[config.mk]
export PLATFORM = sky130hd
export DESIGN_NAME = icache_refill_flat
export DESIGN_NICKNAME = d
export VERILOG_FILES = /design/src/rtl/icache_refill_pkg.sv /design/src/rtl/icache_refill_if.sv /design/src/rtl/icache_refill.sv /design/src/flat_wrapper.sv
export SDC_FILE = /design/constraint.sdc
export NUM_CORES = 1
export LEC_CHECK = 0
export ABC_AREA = 1
export BUFFER_PORTS_ARGS = -buffer_cell sky130_fd_sc_hd__clkbuf_2
export CAP_MARGIN = 0
export CORE_MARGIN = 2
export CORE_UTILIZATION = 50
export CTS_BUF_LIST = sky130_fd_sc_hd__clkbuf_4
export DETAILED_ROUTE_END_ITERATION = 6
export GPL_TIMING_DRIVEN = 0
export PLACE_DENSITY = 0.87
export SYNTH_ARGS = -nofsm -noshare
export SYNTH_HDL_FRONTEND = slang
export SYNTH_SLANG_ARGS = --single-unit
[constraint.sdc]
create_clock -name Clk -period 2.5 [get_ports Clk]
set_clock_uncertainty 0.1 [all_clocks]
set_input_delay 0.625 -clock Clk [delete_from_list [all_inputs] [get_ports Clk]]
set_output_delay 0.625 -clock Clk [all_outputs]
set_load 0.005 [all_outputs]
[src/rtl/icache_refill_pkg.sv]
// Shared types and constants for the I-cache refill engine.
package icache_refill_pkg;

    localparam int unsigned INST_ADDR_W = 64;
    localparam int unsigned INST_W      = 64;
    localparam int unsigned LEN_W       = 8;
    localparam int unsigned RESP_W      = 2;

    localparam logic [RESP_W-1:0] RESP_OKAY = 2'b00;

    typedef enum logic [2:0] {
        ST_IDLE  = 3'd0,
        ST_AR    = 3'd1,
        ST_R     = 3'd2,
        ST_DRAIN = 3'd3,
        ST_DONE  = 3'd4
    } refill_state_t;

    function automatic logic resp_ok(input logic [RESP_W-1:0] resp);
        return resp == RESP_OKAY;
    endfunction

endpackage

[src/rtl/icache_refill_if.sv]
// Instruction memory read bus (address + data channels) seen by the refill engine.
interface icache_refill_if
    import icache_refill_pkg::*;
#(
    parameter int unsigned ADDR_W = INST_ADDR_W,
    parameter int unsigned DATA_W = INST_W
);
    logic              ArValid;
    logic              ArReady;
    logic [ADDR_W-1:0] ArAddr;
    logic [LEN_W-1:0]  ArLen;
    logic              RValid;
    logic              RReady;
    logic [DATA_W-1:0] RData;
    logic [RESP_W-1:0] RResp;
    logic              RLast;

    modport master (
        output ArValid, ArAddr, ArLen, RReady,
        input  ArReady, RValid, RData, RResp, RLast
    );

    modport slave (
        input  ArValid, ArAddr, ArLen, RReady,
        output ArReady, RValid, RData, RResp, RLast
    );
endinterface

[src/rtl/icache_refill.sv]
// Refill engine: one burst read per cache miss, each returned word written into the cache.
// A redirect (Flush) or an error beat stops writing and drains the rest of the burst.
module icache_refill
    import icache_refill_pkg::*;
#(
    parameter int unsigned ADDR_W    = INST_ADDR_W,
    parameter int unsigned DATA_W    = INST_W,
    parameter int unsigned BURST_LEN = 8,
    parameter int unsigned STRIDE    = 4
) (
    input  logic              Clk,
    input  logic              Rst,
    input  logic [ADDR_W-1:0] PcIn,
    input  logic              CacheMissing,
    input  logic              Flush,
    output logic [ADDR_W-1:0] PrePcOut,
    output logic [DATA_W-1:0] InstOut,
    output logic              ReadShakeHands,
    output logic              RefillBusy,
    output logic              FetchError,
    icache_refill_if.master   bus
);

    localparam int unsigned CNT_W = unsigned'($clog2(BURST_LEN + 1));

    refill_state_t     r_state;
    refill_state_t     w_next;
    logic [CNT_W-1:0]  r_cnt;
    logic [ADDR_W-1:0] r_beat_addr;
    logic [ADDR_W-1:0] r_ar_addr;
    logic [LEN_W-1:0]  r_ar_len;
    logic              r_ar_valid;
    logic              r_rready;
    logic              r_flush_seen;
    logic [ADDR_W-1:0] r_pre_pc;
    logic [DATA_W-1:0] r_inst;
    logic              r_wr;
    logic              r_busy;
    logic              r_err;

    logic [ADDR_W-1:0] w_aligned;
    logic              w_accept;
    logic              w_wr;
    logic              w_err;
    logic              w_start;

    assign w_aligned = PcIn & ~ADDR_W'(3);
    assign w_accept  = bus.RValid && r_rready;

    // State register
    always_ff @(posedge Clk or negedge Rst) begin
        if (!Rst) begin
            r_state <= ST_IDLE;
        end else begin
            r_state <= w_next;
        end
    end

    // Next-state and per-beat write/error decisions
    always_comb begin
        w_next  = r_state;
        w_wr    = 1'b0;
        w_err   = 1'b0;
        w_start = 1'b0;
        case (r_state)
            ST_IDLE: begin
                if (CacheMissing && !Flush) begin
                    w_start = 1'b1;
                    w_next  = ST_AR;
                end
            end
            ST_AR: begin
                if (r_ar_valid && bus.ArReady) begin
                    w_next = (r_flush_seen || Flush) ? ST_DRAIN : ST_R;
                end
            end
            ST_R: begin
                if (Flush) begin
                    w_next = (w_accept && bus.RLast) ? ST_DONE : ST_DRAIN;
                end else if (w_accept) begin
                    if (!resp_ok(bus.RResp)) begin
                        w_err  = 1'b1;
                        w_next = bus.RLast ? ST_DONE : ST_DRAIN;
                    end else begin
                        w_wr = (r_cnt < CNT_W'(BURST_LEN));
                        if (bus.RLast) begin
                            w_next = ST_DONE;
                        end
                    end
                end
            end
            ST_DRAIN: begin
                if (w_accept && bus.RLast) begin
                    w_next = ST_IDLE;
                end
            end
            ST_DONE: begin
                w_next = ST_IDLE;
            end
            default: begin
                w_next = ST_IDLE;
            end
        endcase
    end

    // Registered bus controls, cache write port and burst bookkeeping
    always_ff @(posedge Clk or negedge Rst) begin
        if (!Rst) begin
            r_cnt        <= '0;
            r_beat_addr  <= '0;
            r_ar_addr    <= '0;
            r_ar_len     <= '0;
            r_ar_valid   <= 1'b0;
            r_rready     <= 1'b0;
            r_flush_seen <= 1'b0;
            r_pre_pc     <= '0;
            r_inst       <= '0;
            r_wr         <= 1'b0;
            r_busy       <= 1'b0;
            r_err        <= 1'b0;
        end else begin
            r_ar_valid <= (w_next == ST_AR);
            r_rready   <= (w_next == ST_R) || (w_next == ST_DRAIN);
            r_busy     <= (w_next != ST_IDLE);
            r_wr       <= w_wr;
            r_err      <= w_err;

            if (w_start) begin
                r_ar_addr    <= w_aligned;
                r_ar_len     <= LEN_W'(BURST_LEN - 1);
                r_beat_addr  <= w_aligned;
                r_cnt        <= '0;
                r_flush_seen <= 1'b0;
            end else if (r_state == ST_AR && Flush) begin
                r_flush_seen <= 1'b1;
            end

            // Running address wraps naturally at the top of the address space
            if (w_wr) begin
                r_pre_pc    <= r_beat_addr;
                r_inst      <= bus.RData;
                r_beat_addr <= r_beat_addr + ADDR_W'(STRIDE);
                r_cnt       <= r_cnt + CNT_W'(1);
            end
        end
    end

    assign bus.ArValid    = r_ar_valid;
    assign bus.ArAddr     = r_ar_addr;
    assign bus.ArLen      = r_ar_len;
    assign bus.RReady     = r_rready;
    assign PrePcOut       = r_pre_pc;
    assign InstOut        = r_inst;
    assign ReadShakeHands = r_wr;
    assign RefillBusy     = r_busy;
    assign FetchError     = r_err;

endmodule

[src/flat_wrapper.sv]
// flat-port wrapper written by rule: the top's interface ports become plain ports
module icache_refill_flat import icache_refill_pkg::*;
#(
    parameter int unsigned ADDR_W    = INST_ADDR_W,
    parameter int unsigned DATA_W    = INST_W,
    parameter int unsigned BURST_LEN = 8,
    parameter int unsigned STRIDE    = 4
)
  (Clk, Rst, PcIn, CacheMissing, Flush, PrePcOut, InstOut, ReadShakeHands, RefillBusy, FetchError, bus_ArValid, bus_ArAddr, bus_ArLen, bus_RReady, bus_ArReady, bus_RValid, bus_RData, bus_RResp, bus_RLast);
  icache_refill_if #(.ADDR_W(ADDR_W), .DATA_W(DATA_W)) bus_i ();
  input  logic Clk;
  input  logic Rst;
  input  logic [ADDR_W-1:0] PcIn;
  input  logic CacheMissing;
  input  logic Flush;
  output logic [ADDR_W-1:0] PrePcOut;
  output logic [DATA_W-1:0] InstOut;
  output logic ReadShakeHands;
  output logic RefillBusy;
  output logic FetchError;
  output wire logic [$bits(bus_i.ArValid)-1:0] bus_ArValid;
  output wire logic [$bits(bus_i.ArAddr)-1:0] bus_ArAddr;
  output wire logic [$bits(bus_i.ArLen)-1:0] bus_ArLen;
  output wire logic [$bits(bus_i.RReady)-1:0] bus_RReady;
  input wire logic [$bits(bus_i.ArReady)-1:0] bus_ArReady;
  input wire logic [$bits(bus_i.RValid)-1:0] bus_RValid;
  input wire logic [$bits(bus_i.RData)-1:0] bus_RData;
  input wire logic [$bits(bus_i.RResp)-1:0] bus_RResp;
  input wire logic [$bits(bus_i.RLast)-1:0] bus_RLast;
  assign bus_ArValid = bus_i.ArValid;
  assign bus_ArAddr = bus_i.ArAddr;
  assign bus_ArLen = bus_i.ArLen;
  assign bus_RReady = bus_i.RReady;
  assign bus_i.ArReady = bus_ArReady;
  assign bus_i.RValid = bus_RValid;
  assign bus_i.RData = bus_RData;
  assign bus_i.RResp = bus_RResp;
  assign bus_i.RLast = bus_RLast;
  icache_refill #(.ADDR_W(ADDR_W), .DATA_W(DATA_W), .BURST_LEN(BURST_LEN), .STRIDE(STRIDE)) u_core (.Clk(Clk), .Rst(Rst), .PcIn(PcIn), .CacheMissing(CacheMissing), .Flush(Flush), .PrePcOut(PrePcOut), .InstOut(InstOut), .ReadShakeHands(ReadShakeHands), .RefillBusy(RefillBusy), .FetchError(FetchError), .bus(bus_i));
endmodule
==> results of run 1 <==
## stage by stage
stage / TNS, ns / instances / util / hold slack [ns]
floorplan: 0 / 1550 / - / 0.229
global placement: -1225.57 / 2204 / 0.595 / 0.362
detailed placement: -0.409 / 2206 / 0.598 / 0.366
CTS: 0 / 2327 / 0.634 / 0.00157
global route: 0 / 2329 / 0.634 / 0.00126
finish: 0 / 2329 / 0.634 / 0.0270
## worst paths after layout
kind	from	endpoint	cells after the start
setup / recovery	u_core.r_state[2]	u_core.r_beat_addr[47]	9
hold / removal	bus_RData[40]	u_core.InstOut[40]	3
setup reg to reg	u_core.r_state[2]	u_core.r_beat_addr[47]	9
hold reg to reg	u_core.InstOut[52]	u_core.InstOut[52]	2
max in group asynchronous	Rst	u_core.PrePcOut[36]	3
min in group asynchronous	Rst	u_core.InstOut[40]	2
## what timing repair did
action,4_1_cts,5_1_grt
endpoints found under the hold margin,67,1
hold buffers,3,1
setup buffers,0,0
## where the power goes
| group | leakage [nW] | internal, W | switching, W | total [W] |
|---|---|---|---|---|
| sequential | 3.44 | 0.00581 | 0.00124 | 0.00705 |
| clock | 0.491 | 0.00184 | 0.00185 | 0.00370 |
| combinational | 4.47 | 0.00173 | 0.00247 | 0.00420 |
## area by class of cell
type,count,share of cell area
Multi-Input combinational cell,1048,0.312
Inverter,161,0.0393
Buffer,77,0.0237
Antenna cell,1,0.000163
Clock buffer,93,0.0454
Clock inverter,25,0.00895
Timing Repair Buffer,336,0.114
Tap cell,324,0.0264
Sequential cell,264,0.430
## layer usage
metal,track usage,share of wire
met1,0.389,0.39
met2,0.549,0.48
met3,0.0724,0.084
met4,0.153,0.046
met5,0,0
## state kept, by name (all words and copies together), names as in the netlist, 3 cells and up
register / flops
u_core.r_cnt: 4
u_core.InstOut: 64
u_core.r_state: 3
u_core.r_beat_addr: 62
u_core.PrePcOut: 62
u_core.bus.ArAddr: 62
## cell usage in the layout (no fill, tap or decap), types with 3 or more instances in the layout
| cell | count |
|---|---|
| a21oi_1 | 4 |
| buf_2 | 27 |
| buf_4 | 11 |
| clkbuf_1 | 39 |
| clkbuf_2 | 329 |
| clkbuf_4 | 93 |
| clkinv_1 | 18 |
| clkinv_2 | 4 |
| conb_1 | 9 |
| dfrtp_1 | 264 |
| dlygate4sd3_1 | 4 |
| inv_1 | 146 |
| inv_2 | 14 |
| nand2_1 | 509 |
| nand2_2 | 7 |
| nand3_1 | 101 |
| nand3_2 | 4 |
| nand4_1 | 21 |
| nor2_1 | 119 |
| nor2_2 | 8 |
| nor2_4 | 10 |
| nor3_1 | 17 |
| nor4_1 | 5 |
| o211ai_1 | 13 |
| o21a_1 | 5 |
| o21ai_0 | 162 |
| o21ai_1 | 14 |
| o22ai_1 | 8 |
| xnor2_1 | 3 |
| xor2_1 | 8 |
## cells by family after synthesis
family,after synthesis
DFF,264
buffers and inverters,238
xor gates and xnor gates,11
other,1
AOI/OAI and AO/OA,212
and+or+nand+nor,814
adders and majority gates,2
## worst max-delay path: stages (launching register included)
cell and delay (ns):
dfrtp_1 0.39, inv_1 0.10, nand3_1 0.10, nor3_1 0.17, nand2_1 0.31, inv_2 0.17, clkbuf_1 0.60, nand3_1 0.14
nand3_1 0.10, nand2_1 0.06
==> impl_metrics.tcl, run 1 <==
set metrics [dict create \
    synth.area.top_cells "dfrtp_1 (54%), nand2_1 (15%), o21ai_0 (6.6%)" \
    cts_inserted_buffers 69 \
    grt_usage 0.322 \
    route.detailed.drc 0 \
    grt_pass1_wl_um 64200 \
    clk_pin_slew_ns 0.07 \
    required_ns 2.96 \
    yosysTopAreaCellShare 0.535 \
    htree_levels 3 \
    grt_max_degree 118 \
    antenna_left 0 \
    die_h_um 161 \
    min_period_over_period 0.953 \
    crit_path_end_kind "flop" \
    synthToLayoutAreaGrowth_pct 24.5 \
    yosysWarnings 0 \
    synth_top_cell_by_area "dfrtp_1" \
    maxSlewViolCount 0 \
    viasPerCell 5.29 \
    crit_type "reg -> reg" \
    design.portCount 342 \
    wl_per_cell_um 18.1 \
    initial_core_util 0.509 \
    drv_cap 0 \
    core_um2 24200 \
    synth.area.mux_share 0 \
    nets 2096 \
    ys_seq_elements 264 \
    min_path_type "in -> reg" \
    routed_wl_um 42100 \
    worstPathMaxFanout 10 \
    clock-sinks 264 \
    synthArstFlopShare 1.00 \
    synthSimpleGateAreaFrac 0.284 \
    yosysUniqueCellTypes 42 \
    fill_cells 2136 \
    yosysSeqAreaShare 0.535 \
    seq_area_um2 6610 \
    r2r_slack_ns 0.12 \
    synthMostInstantiatedCell "nand2_1" \
    ir_drop_mv 0.663 \
    yosys_most_used_dff "dfrtp_1" \
    grt_antenna_before_repair 2 \
    status "completed" \
    power_density_nw_per_um2 972 \
    synth_edf_count 0 \
    port_buffers 330 \
    drtPass1Iterations 6 \
    worst_slew_pin_slew_ns 0.811 \
    drt-initial-drc-count 1272 \
    maxSlewHeadroom 0.455 \
    design_area_um2 15400 \
    finalHoldViolCount 0 \
    placementRows 57 \
    synth_compound_area_frac 0.0920 \
    avgSynthCellArea_um2 8.01 \
    hpwl_um 32000 \
    grt_pass1_vias 12000 \
    p_leak_nw 8.41 \
    synthCells 1542 \
    multiInputGateArea_um2 4800 \
    netlist_top_cells_count "nand2_1 (509), dfrtp_1 (264), o21ai_0 (162), inv_1 (146), nor2_1 (119)" \
    vias 12300 \
    syn-cell-area_um2 12300 \
    fmax_ghz 0.420 \
    fin_crit_ns 2.38 \
    place_worst_setup_slack_ns -0.0844 \
    setup_slack_ns 0.117 \
    cts_tree "yes" \
    arrival_ns 2.85 \
    p_total_w 0.0150 \
    postPlaceCellArea_um2 14500 \
    drive_gt1_frac 0.261 \
    synth_top_family_by_area "simple AND/OR/NAND/NOR gates" \
    clkLatencyLatePin_ns 0.71 \
    dieArea_um2 26000 \
    postCtsResizedCells 0 \
    setup_violations 0 \
    start_kind "flop" \
    synth_xor_area_frac 0.00780 \
    root_buffer "clkbuf_4" \
    rsz0062_at_grt "no" \
    cts_buffer_depth 3 \
    overflow 0 \
    die_w_um 161 \
    gp_congestion 0.978 \
    yosys.area_share.adder 0.00203 \
]
(Power assumes the default switching activity.)
==> run 2: changes to the inputs <==
Settings changed: CORE_ASPECT_RATIO set to 0.9.
==> run 2 against run 1 <==
Compared with the run above: the run now ends with design-rule violations left; core utilization is 0.27 points higher; routed wire length is 2.0% higher; via count is 1.8% higher; highest routed layer unchanged.
==> impl_metrics.tcl, run 2 (same netlist as run 1, synthesis figures left out) <==
set metrics [dict create \
    status "finished with violations" \
    violations "design-rule violations" \
    ir_drop_mv 0.537 \
    initial_core_util 0.509 \
    final_cell_mix "nand2_1 (509), clkbuf_2 (330), dfrtp_1 (264)" \
    synthToLayoutAreaGrowth_pct 25.1 \
    crit_path_end_kind "flop" \
    core_um2 24300 \
    final_common_cell "nand2_1" \
    setup_violations 0 \
    placementRows 54 \
    grt_max_degree 109 \
    seq_area_um2 6610 \
    arrival_ns 2.72 \
    hold_path_depth 3 \
    place_worst_setup_slack_ns -0.114 \
    antenna_left 0 \
    routed_wl_um 43000 \
    clock-sinks 264 \
    fin_util 0.637 \
    grt_antenna_before_repair 1 \
    grt_pass1_vias 12400 \
    wl_met3_um 4170 \
    drive_gt1_frac 0.264 \
    path_cells "inv_1, nand3_1, nor3_1, nand2_1, clkbuf_1, nor2_1, nand2_1, nand3_1, o21ai_1" \
    vias 12500 \
    worst_slew_pin_slew_ns 0.850 \
    hpwl_um 32000 \
    grt_usage 0.332 \
    multiInputGateArea_um2 4800 \
    design.portCount 342 \
    min_period_over_period 0.902 \
    die_h_um 153 \
    rsz0062_at_grt "no" \
    drt-met1-wl_um 16700 \
    cts_buffer_depth 3 \
    nets 2101 \
    maxSlewHeadroom 0.433 \
    worstPathMaxFanout 10 \
    drt-initial-drc-count 1297 \
    fill_cells 2113 \
    dieArea_um2 26000 \
    power_density_nw_per_um2 993 \
    overflow 0 \
    met2WireLength_um 20300 \
    wl_per_cell_um 18.6 \
    maxSlewViolCount 0 \
    drtPass1Iterations 7 \
    cts_setup_buffers 0 \
    setup_slack_ns 0.246 \
    cts_inserted_buffers 70 \
    drv_cap 0 \
    fin_crit_ns 2.25 \
    reg2reg_depth 9 \
    cpMaxStageDelayCell "dfrtp_1" \
    port_buffers 330 \
    die_w_um 170 \
    route.detailed.drc 3 \
    grt_pass1_wl_um 66500 \
    crit_type "reg -> reg" \
    highest_layer "met4" \
    finalHoldViolCount 0 \
    cpPeakStageDelay_ns 0.38 \
    clk_pin_slew_ns 0.07 \
    start_kind "flop" \
    p_leak_nw 8.45 \
    largest_reg_flops 64 \
    root_buffer "clkbuf_4" \
    required_ns 2.97 \
    gp_congestion 0.970 \
    fmax_ghz 0.444 \
    cts_tree "yes" \
    viasPerCell 5.42 \
    min_path_type "in -> reg" \
    htree_levels 3 \
    clkLatencyLatePin_ns 0.72 \
]
==> run 2: cell types whose count changed in the layout (fill, tap and decap cells not counted) <==
cell	previous run	this run
clkinv_1	18	10
dlygate4sd3_1	4	8
inv_2	14	13
bufinv_16	1	3
clkinv_4	1	0
clkbuf_2	329	330
clkbuf_1	39	38
clkinv_2	4	3
clkbuf_4	93	98
==> run 2: metrics by stage <==
stage	power (W)	instances	hold slack, ns	instance area, µm²	TNS [ns]
2_1_floorplan	0.00901	1550	0.229	12400	0
3_3_place_gp	0.0111	2188	0.360	14400	-1212.16
3_5_place_dp	0.0113	2190	0.365	14500	-0.539
4_1_cts	0.0153	2312	0.000566	15400	0
5_1_grt	0.0163	2313	0.00428	15400	0
6_report	0.0153	2313	0.0167	15400	0
==> run 2: final timing paths <==
kind                                    start                     end  slack (ns)
min in group asynchronous                 Rst   u_core.bus.ArAddr[24]        0.45
max in group asynchronous                 Rst  u_core.r_beat_addr[51]        0.76
min reg2reg                u_core.InstOut[35]      u_core.InstOut[35]        0.38
max                         u_core.r_state[2]  u_core.r_beat_addr[57]        0.25
max reg2reg                 u_core.r_state[2]  u_core.r_beat_addr[57]        0.25
min                             bus_RData[34]      u_core.InstOut[34]        0.02
==> run 2: repair_timing <==
action / in CTS / in global routing
hold endpoints to repair: 99 / 0
gates resized for setup: 0 / 2
endpoints found under the setup margin: 0 / 4
hold buffers: 8 / 0
==> run 2: per-layer routing <==
layer,GRT usage,vias to the layer above
li1,-,5755
met1,0.418,5911
met2,0.539,739
met3,0.0800,127
met4,0.165,0
met5,0,-
==> run 2: area by class of cell <==
type / count / share of cell area
clock inverters: 16 / 0.00972
multi-input cells: 1048 / 0.311
plain buffers: 77 / 0.0237
flip-flops and latches: 264 / 0.428
inverters: 161 / 0.0391
repair buffers: 340 / 0.116
diodes: 1 / 0.000162
well taps: 308 / 0.0249
clock buffers: 98 / 0.0476
==> run 2: power by group <==
group / internal [W] / switching (W)
logic: 0.00173 / 0.00257
registers: 0.00581 / 0.00127
clock network: 0.00211 / 0.00185
total: 0.00965 / 0.00569
==> run 2: critical path: cells and delay by family (launching register included) <==
kind	cells	cell delay, ns
AO/OA/AOI/OAI	1	0.07
buffers and inverters	2	0.47
flip-flops	1	0.38
AND/OR/NAND/NOR	6	1.10
